$ cat src/rtl/trace_serializer.sv
// trace_serializer: slices ready/valid trace words into LSB-first beats on 2**n trace lanes.
module trace_serializer #(
  parameter int WIDTH = 32,
  parameter int MAX_TRACES = 8,
  parameter int CW = ($clog2($clog2(MAX_TRACES) + 1) < 1) ? 1 : $clog2($clog2(MAX_TRACES) + 1)
) (
  input  logic                  CLK_I,
  input  logic                  RST_I,
  input  logic [CW-1:0]         NUM_TRACES_I,
  input  logic                  DATA_VALID_I,
  output logic                  DATA_READY_O,
  input  logic [WIDTH-1:0]      DATA_I,
  input  logic                  DATA_TRIG_I,
  input  logic                  TRACE_READY_I,
  output logic                  TRACE_VALID_O,
  output logic [MAX_TRACES-1:0] TRACE_O,
  output logic                  TRIG_O,
  output logic                  BUSY_O
);
  localparam int LN = $clog2(MAX_TRACES);
  localparam int CNTW = $clog2(WIDTH) + 1;
  typedef enum logic {IDLE, SHIFT} state_t;
  state_t state, state_d;
  logic [CNTW-1:0] cnt;
  logic [CW-1:0] n_lat, n_in;
  logic [WIDTH-1:0] shreg;
  logic [MAX_TRACES-1:0] lane_mask;
  logic trig_lat, busy, last, accept;
  assign busy = state == SHIFT;
  assign n_in = (NUM_TRACES_I > CW'(LN)) ? CW'(LN) : NUM_TRACES_I;
  assign last = busy && cnt == CNTW'((WIDTH >> n_lat) - 1);
  // ready depends only on registered state and the downstream stall, never on DATA_VALID_I
  assign DATA_READY_O = !busy || (last && TRACE_READY_I);
  assign accept = DATA_VALID_I && DATA_READY_O;
  assign TRACE_VALID_O = busy;
  assign BUSY_O = busy;
  assign TRIG_O = trig_lat && last;
  assign TRACE_O = busy ? (shreg[MAX_TRACES-1:0] & lane_mask) : '0;
  always_comb begin
    for (int j = 0; j < MAX_TRACES; j++) lane_mask[j] = j < (1 << n_lat);
  end
  always_comb begin
    state_d = accept ? SHIFT : (last && TRACE_READY_I) ? IDLE : state;
  end
  always_ff @(posedge CLK_I) begin
    if (RST_I) state <= IDLE;
    else state <= state_d;
  end
  always_ff @(posedge CLK_I) begin
    if (RST_I) begin
      cnt <= '0;
      shreg <= '0;
      n_lat <= '0;
      trig_lat <= 1'b0;
    end else if (accept) begin
      cnt <= '0;
      shreg <= DATA_I;
      n_lat <= n_in;
      trig_lat <= DATA_TRIG_I;
    end else if (busy && TRACE_READY_I && !last) begin
      cnt <= cnt + CNTW'(1);
      shreg <= shreg >> (1 << n_lat);
    end
  end
endmodule

$ cat config.mk
export PLATFORM = sky130hd
export DESIGN_NAME = trace_serializer
export DESIGN_NICKNAME = d
export VERILOG_FILES = /design/src/rtl/trace_serializer.sv
export SDC_FILE = /design/constraint.sdc
export NUM_CORES = 1
export LEC_CHECK = 0
export BUFFER_PORTS_ARGS = -buffer_cell sky130_fd_sc_hd__buf_2
export CAP_MARGIN = 40
export CORE_MARGIN = 10
export CORE_UTILIZATION = 35
export DETAILED_ROUTE_END_ITERATION = 16
export HOLD_SLACK_MARGIN = 0.15
export PLACE_DENSITY = 0.62
export SLEW_MARGIN = 20
export SYNTH_ARGS = -nofsm -noshare
export SYNTH_HDL_FRONTEND = slang
export SYNTH_SLANG_ARGS = --single-unit
$ cat constraint.sdc
create_clock -name CLK_I -period 5.85 [get_ports CLK_I]
set_input_delay 0.585 -clock CLK_I [delete_from_list [all_inputs] [get_ports CLK_I]]
set_output_delay 0.585 -clock CLK_I [all_outputs]
set_load 0.05 [all_outputs]
==> results.toml, run 1 <==
[status]
run_status = "completed"

[place]
dp.cells = 548
port_buffers = 50
hpwl_mm = 7.58
pre_cts_slack_ns = 1.83
gp_congestion = 0.848

[cts]
ctsResizeCount = 0
cts_tree = "done"
postCtsHoldBufs = 0
h-tree-depth = 2
clk_latency_ns = 0.30
numCtsBuffers = 5
cts_setup_buffers = 0
clock-sinks = 42
clockBufferDepth = 2
cts-root-buf = "clkbuf_8"
clk_pin_slew_ns = 0.09

[route]
antenna_left = 0
drtIter0Drc = 282
drc = 0
drtPass1Iterations = 6
avgRoutedWirePerCell_um = 18.5
routed_via_density = 5.89
wl_mm = 10.3
dr_total_vias = 3278

[sta]
worst_slack_ns = 1.90
rsz0062_at_grt = "false"
fin_skew_ns = 0.00982
hold_viol_final = 0
max_freq_mhz = 253
finalSetupViolations = 0
tightest_slew_ns = 0.824
slew_headroom = 0.450
period_minus_slack_ns = 3.95
fin_tns_setup_ns = 0
fin_crit_sh = 0.675
drv_slew = 0

[floorplanning]
dieHeight_um = 119
die_w_um = 119
num_rows = 36
core-area_um2 = 9680
floorplan.initialDensity = 0.357
fp.dieArea_um2 = 14200
boundaryPins = 51

[synthesis]
muxShareOfSynthArea = 0.249
synthesis.area_um2 = 3450
yosys.area_share.xor_xnor = 0.0225
yosysWarnings = 0
seq_area_frac_synth = 0.243
ys.flop_type = "dfxtp_1"
synth_top_cell_by_area = "dfxtp_1"
syn_nets = 442
synth_cell_types = 49
synth_compound_area_frac = 0.211
synth_fa_ha_area_frac = 0.0254
synth_top_family_by_area = "multiplexers"
synth_area_leaders = "dfxtp_1 24%, mux4_2 18%, a21oi_1 6.7%"
synth_seq_cells = 42
postSynthCellCount = 396
synth_edf_count = 0
async_flop_share = 0
syn_area_per_cell_um2 = 8.72
yosysTopAreaCellShare = 0.243
synth_simple_gate_area_frac = 0.176

[setup_path]
cp_top_family = "buffers and inverters"
rr_worst_depth = 10
path_class = "reg2out"
crit_buf_inv = 3
arrival_ns = 3.37
timing.critical_path.fanout_max = 35
required_ns = 5.27
r2r_slack_ns = 2.27
crit_path_cell_trace = "ha_1 -> buf_4 -> inv_1 -> ha_1 -> xnor2_1 -> nor4_4 -> nand3_1 -> nand2_1 -> buf_2"
cp-start-kind = "register"
max_stage_delay_ns = 0.57
cpMostUsedCell = "ha_1"
slowest_stage = "nor4_4"
end_kind = "output port"
cp_num_cells = 9

[global_routing]
grt_pass1_wl_mm = 17.3
grt_antenna_before_repair = 0
grt_overflow_total = 0
grt_max_degree = 38
grt_pass1_vias = 3231
grt_usage = 0.143

[cells_and_area]
final_nets = 469
area_growth_pct = 11.4
antenna_cells = 0
instances_no_fill = 557
final_common_cell = "buf_2"
final_cell_mix = "50 x buf_2, 48 x nand2_1, 46 x a21oi_1, 42 x dfxtp_1, 30 x nand3_1"
drive_gt1_frac = 0.255
fillers = 991
multiInputGateArea_um2 = 2360
regArea_um2 = 841

[pwr]
pwr-share-comb = 0.308
seqPwrFrac = 0.411
clkPwrFrac = 0.281
p_switching_uw = 275
total_leakage_power_nw = 1.47
peakVddDrop_uv = 86.2
power.internal_uw = 541
p_per_area_nw_per_um2 = 212
swShare = 0.337

[flow_run]
maxCapViolCount = 0

[hold_path]
holdCritPathClass = "reg2reg"
hold_depth = 2
[through the flow]
step           utilization  total power, mW  cell area [um2]  hold slack [ns]
6_report             0.397            0.817             3850            0.476
3_5_place_dp         0.384            0.590             3720            0.462
3_3_place_gp         0.380            0.583             3680            0.482
5_1_grt              0.397            0.864             3850            0.521
2_1_floorplan            -            0.530             3450            0.432
4_1_cts              0.396            0.819             3830            0.477
[synth_stat cells, types with 8 or more instances]
cell      count
nand2_1      48
a21oi_1      46
dfxtp_1      42
nand3_1      30
mux4_2       27
clkbuf_1     20
mux2i_1      18
nor2_1       18
o21ai_0      18
nor3_1       12
buf_4         9
o211ai_1      9
inv_1         8
[logic make-up after synthesis]
kind of cell | Yosys count
AO/OA/AOI/OAI | 113
XOR/XNOR | 8
adder cells (fa/ha/maj) | 7
buffers and inverters | 47
flip-flops | 42
multiplexers | 51
AND/OR/NAND/NOR | 128
[layout make-up]
class	instances	area share
timing repair buffer	58	0.0865
clock buffer	8	0.0286
inverter	9	0.00878
tap	133	0.0433
sequential	42	0.219
multi-input combinational	307	0.614
[registers in the layout, indices dropped and copies added (netlist names)]
signal	count
shreg	32
trig_lat	1
cnt	6
n_lat	2
BUSY_O	1
[path summary, 6_finish.rpt]
path	startpoint	to
worst max register to register	n_lat[1]	shreg[10]
worst max-delay path	n_lat[1]	DATA_READY_O
worst min register to register	trig_lat	trig_lat
worst min-delay path	trig_lat	trig_lat
[metal layers]
layer / wire length [um] / track usage / vias to the layer above
met3: 487 / 0.0260 / 14
met2: 5050 / 0.243 / 115
met5: 0 / 0 / -
li1: - / - / 1540
met1: 4650 / 0.184 / 1609
met4: 117 / 0.0317 / 0
[tightest hold or removal path, stage by stage, from the launching register on]
cell,delay (ns)
dfxtp_1,0.32
nand2_1,0.06
a21oi_1,0.06
[power by group through the flow]
stage	clock network (mW)	logic (mW)	registers (mW)
floorplan	0	0.199	0.332
global placement	0	0.243	0.340
detailed placement	0	0.249	0.342
CTS	0.234	0.250	0.335
global route	0.248	0.276	0.340
finish	0.229	0.251	0.336
Power figures use the tool's default switching activity.
==> run 2: changes to the inputs <==
ABC_AREA = 1   (was unset)
PLACE_DENSITY = 0.64   (was 0.62)
clock period = 3.2 ns   (was 5.85 ns; I/O delays follow)
==> run 2 against run 1 <==
First-iteration DRC count shrank 3.5%; clock skew about the same; largest power group is now combinational logic; largest cell class unchanged; sequential cell count stayed put; final area up 7.2%; critical path type unchanged; die area increased by 6.5%; critical endpoint unchanged.
==> results.toml, run 2 <==
[cells_and_area]
final_common_cell = "nand2_1"
final_nets = 738
drive_gt1_frac = 0.117
final_core_util = 0.399
final_cell_mix = "211 x nand2_1, 204 x nand3_1, 61 x inv_1, 50 x buf_2, 42 x dfxtp_1"
largest_reg_flops = 32
antenna_cells = 0
area_growth_pct = 10.8
fillers = 1156
largest-register = "shreg"
top_regs = "shreg x32, cnt x6, n_lat x2"

[cts]
numCtsBuffers = 5
clock-sinks = 42
ctsResizeCount = 0
clockBufferDepth = 2
cts_setup_buffers = 0
clk_pin_slew_ns = 0.09
h-tree-depth = 2
cts-root-buf = "clkbuf_8"
postCtsHoldBufs = 0
clk_latency_ns = 0.30
cts_tree = "done"

[setup_path]
r2r_end = "shreg[20]"
end_kind = "output port"
rr_worst_depth = 15
arrival_ns = 2.51
cp-start-kind = "register"
required_ns = 2.88
timing.critical_path.fanout_max = 30
r2r_slack_ns = 0.56
reg2reg_from = "n_lat[0]"
path_class = "reg2out"

[route]
dr_total_vias = 4381
drc = 0
avgRoutedWirePerCell_um = 14.0
drtIter0Drc = 272
routed_via_density = 5.28
wl_mm = 11.6
antenna_left = 0
drtPass1Iterations = 5

[sta]
slew_headroom = 0.570
max_freq_mhz = 353
worst_slack_ns = 0.366
fin_tns_setup_ns = 0
tightest_slew_ns = 0.644
drv_slew = 0
finalSetupViolations = 0
hold_viol_final = 0
period_minus_slack_ns = 2.83
fin_skew_ns = 0.00937
fin_crit_sh = 0.886
rsz0062_at_grt = "false"

[synthesis]
synth_edf_count = 0
synth_cell_types = 22
ys.flop_type = "dfxtp_1"
syn_nets = 718
synth_common_cells = "211 x nand2_1, 204 x nand3_1, 61 x inv_1"
synthesis.area_um2 = 3720
yosysWarnings = 0
synth_top_cell_by_area = "nand3_1"
async_flop_share = 0
yosysTopAreaCellShare = 0.274
synth_seq_cells = 42
seq_area_frac_synth = 0.226
syn_area_per_cell_um2 = 5.54
postSynthCellCount = 672
synth.most_common_cell = "nand2_1"
synth_area_leaders = "nand3_1 27%, dfxtp_1 23%, nand2_1 21%"

[global_routing]
grt_pass1_wl_mm = 19.4
grt_antenna_before_repair = 0
grt_overflow_total = 0
grt_usage = 0.153
grt_max_degree = 65
grt_pass1_vias = 4095

[hold_path]
holdCritPathClass = "in2reg"
holdPathEnd = "shreg[30]"
min-delay-start = "DATA_I[30]"
hold_depth = 3

[floorplanning]
core-area_um2 = 10300
floorplan.initialDensity = 0.361
dieHeight_um = 123
fp.dieArea_um2 = 15200
boundaryPins = 51
num_rows = 37
die_w_um = 123

[place]
gp_congestion = 0.958
pre_cts_slack_ns = 0.594
hpwl_mm = 8.22
port_buffers = 50

[status]
run_status = "completed"

[flow_run]
maxCapViolCount = 0

[pwr]
peakVddDrop_uv = 243
p_per_area_nw_per_um2 = 425
total_leakage_power_nw = 2.05
## run 2: cell types whose count changed after synthesis, moves of 14 or more
cell,delta
nor2_1,+14
mux4_2,-27
mux2i_1,-18
inv_1,+53
nand2_1,+163
nand3_1,+174
buf_2,+19
## run 2: how the worst max path moves through the flow
stage | startpoint | to | slack [ns] | depth (start not counted)
3_3_place_gp | n_lat[0] | shreg[5] | 0.70 | 14
6_report | n_lat[0] | DATA_READY_O | 0.37 | 13
3_5_place_dp | n_lat[0] | shreg[15] | 0.59 | 15
5_1_grt | n_lat[0] | DATA_READY_O | 0.13 | 13
2_1_floorplan | n_lat[0] | TRIG_O | 0.51 | 12
4_1_cts | n_lat[0] | DATA_READY_O | 0.33 | 13
## run 2: through the flow
step | instance area [um2] | hold slack [ns] | total power [mW] | instances
global placement | 3990 | 0.452 | 1.22 | 821
floorplan | 3720 | 0.430 | 1.09 | 672
finish | 4120 | 0.298 | 1.75 | 829
global route | 4120 | 0.290 | 1.87 | 829
detailed placement | 3990 | 0.461 | 1.23 | 821
CTS | 4120 | 0.289 | 1.76 | 829
## run 2: critical path, stage by stage (launching register included)
cell and delay [ns]:
dfxtp_1 0.37, inv_1 0.10, ha_1 0.21, inv_1 0.07, ha_1 0.23, nand2_1 0.07
inv_1 0.03, nor2_1 0.07, nand2_1 0.07, nor2_2 0.12, nand3_1 0.10, nand2_2 0.10
buf_4 0.33, buf_2 0.33
## run 2: final cells by class
type,instances,area (um2),area share
Tap cell,136,170,0.0413
Clock inverter,3,68.8,0.0167
Sequential cell,42,841,0.204
Multi-Input combinational cell,517,2380,0.578
Inverter,65,244,0.0592
Timing Repair Buffer,61,345,0.0838
Clock buffer,5,68.8,0.0167
## run 2: logic make-up (layout without fill, tap and decap cells)
group / Yosys count / in the layout / share of synthesized area
and+or+nand+nor: 457 / 457 / 0.540
buffers and inverters: 113 / 134 / 0.133
AOI/OAI and AO/OA: 50 / 50 / 0.0699
DFF: 42 / 42 / 0.226
adders and majority gates: 7 / 7 / 0.0235
xor gates and xnor gates: 3 / 3 / 0.00706
## run 2: layer usage
metal  GRT usage  vias to the layer above  wire length, um
li1            -                     2228                -
met2       0.256                      139             5550
met5           0                        -                0
met1       0.194                     1996             5310
met3      0.0237                       18              538
met4      0.0553                        0              203
## run 2: where the power goes
group / total (mW) / switching [mW] / internal [mW]
registers: 0.606 / 0.0405 / 0.566
logic: 0.618 / 0.413 / 0.206
clock network: 0.526 / 0.212 / 0.313
==> run 3: changes to the inputs <==
==> constraint.sdc (replaced) <==
create_clock -name CLK_I -period 3.2 [get_ports CLK_I]
set_input_delay 0.16 -clock CLK_I [delete_from_list [all_inputs] [get_ports CLK_I]]
set_output_delay 0.16 -clock CLK_I [all_outputs]
set_load 0.05 [all_outputs]
==> run 3 against run 2 <==
Non-clock buffer count unchanged; core utilization down 0.51 points; register-to-register slack about the same; worst hold slack worse by 0.14 ns; setup slack better by 0.14 ns; via count down 1.2%; highest routed layer unchanged; global-route usage down 0.36 points; power down 9.1%; sequential cell count unchanged.
==> results.toml, run 3 (synthesis gave the netlist of run 2 again) <==
[sta]
period_minus_slack_ns = 2.70
fin_tns_setup_ns = 0
fin_crit_sh = 0.843
finalSetupViolations = 0
drv_slew = 0
hold_viol_final = 0
tightest_slew_ns = 0.655
slew_headroom = 0.563
max_freq_mhz = 371
holdWs_ns = 0.154
fin_skew_ns = 0.00692
rsz0062_at_grt = "false"
worst_slack_ns = 0.504

[hold_path]
holdCritPathClass = "in2reg"
holdPathEnd = "trig_lat"
min-delay-start = "DATA_TRIG_I"
hold_depth = 3

[setup_path]
r2r_end = "shreg[3]"
arrival_ns = 2.54
r2r_slack_ns = 0.56
cp-start-kind = "register"
path_class = "reg2out"
rr_worst_depth = 15
required_ns = 3.04
end_kind = "output port"
reg2reg_from = "n_lat[0]"
timing.critical_path.fanout_max = 30

[cts]
clock-sinks = 42
clk_latency_ns = 0.30
ctsResizeCount = 0
clk_pin_slew_ns = 0.09
numCtsBuffers = 5
cts_tree = "done"
h-tree-depth = 2
cts-root-buf = "clkbuf_8"
cts_setup_buffers = 0
postCtsHoldBufs = 1
clockBufferDepth = 2

[cells_and_area]
instances_no_fill = 829
area_growth_pct = 9.34
final_cell_mix = "211 x nand2_1, 204 x nand3_1, 61 x inv_1, 50 x buf_2, 42 x dfxtp_1"
largest_reg_flops = 32
drive_gt1_frac = 0.115
final_common_cell = "nand2_1"
largest-register = "shreg"
fin_area_um2 = 4070
final_nets = 738
antenna_cells = 0
top_regs = "shreg x32, cnt x6, n_lat x2"
final_core_util = 0.394

[floorplanning]
num_rows = 37
floorplan.initialDensity = 0.361
core-area_um2 = 10300
fp.dieArea_um2 = 15200
die_w_um = 123
dieHeight_um = 123
boundaryPins = 51

[place]
pre_cts_slack_ns = 0.575
port_buffers = 50
gp_congestion = 0.954
hpwl_mm = 8.18
dp.cells = 820
dpl_cell_area_um2 = 3970

[pwr]
power.total_mw = 1.59
p_per_area_nw_per_um2 = 391
peakVddDrop_uv = 182
total_leakage_power_nw = 2.02

[status]
run_status = "completed"

[route]
wl_mm = 11.6
drtPass1Iterations = 7
avgRoutedWirePerCell_um = 14.0
routed_via_density = 5.22
drtIter0Drc = 304
dr_total_vias = 4330
drc = 0
antenna_left = 0

[global_routing]
grt_pass1_vias = 3835
grt_pass1_wl_mm = 18.9
grt_overflow_total = 0
grt_usage = 0.149
grt_max_degree = 65
grt_antenna_before_repair = 0

[flow_run]
maxCapViolCount = 0
run 3: worst max path at each step:
stage	startpoint	endpoint	slack (ns)	depth (start not counted)
floorplan	n_lat[0]	shreg[22]	0.65	16
global placement	n_lat[0]	shreg[5]	0.70	14
detailed placement	n_lat[0]	shreg[3]	0.58	15
CTS	n_lat[0]	DATA_READY_O	0.49	13
global route	n_lat[0]	shreg[22]	0.26	15
finish	n_lat[0]	DATA_READY_O	0.50	13
run 3: cell type report:
type | instances | area, um2
Inverter | 65 | 244
Fill cell | 1174 | 6250
Sequential cell | 42 | 841
Timing Repair Buffer | 61 | 335
Clock buffer | 6 | 82.6
Clock inverter | 2 | 12.5
Multi-Input combinational cell | 517 | 2380
Tap cell | 136 | 170
run 3: worst max-delay path: stages, from the launching register on:
cell	delay, ns
dfxtp_1	0.37
inv_1	0.11
ha_1	0.22
inv_1	0.08
ha_1	0.24
nand2_1	0.07
inv_1	0.04
nor2_1	0.08
nand2_1	0.07
nor2_2	0.11
nand3_1	0.09
nand2_2	0.10
buf_4	0.34
buf_2	0.33
run 3: metal layers:
| metal | track usage | wire length (um) |
|---|---|---|
| met5 | 0 | 0 |
| met4 | 0.0378 | 189 |
| met3 | 0.0223 | 680 |
| met2 | 0.248 | 5470 |
| met1 | 0.197 | 5250 |
run 3: power by group:
part           switching (mW)  total (mW)  internal, mW  leakage, nW
Clock                   0.197       0.371         0.174       0.0472
Sequential             0.0405       0.606         0.566        0.345
Combinational           0.412       0.615         0.203         1.63
Total                   0.649        1.59         0.942         2.02
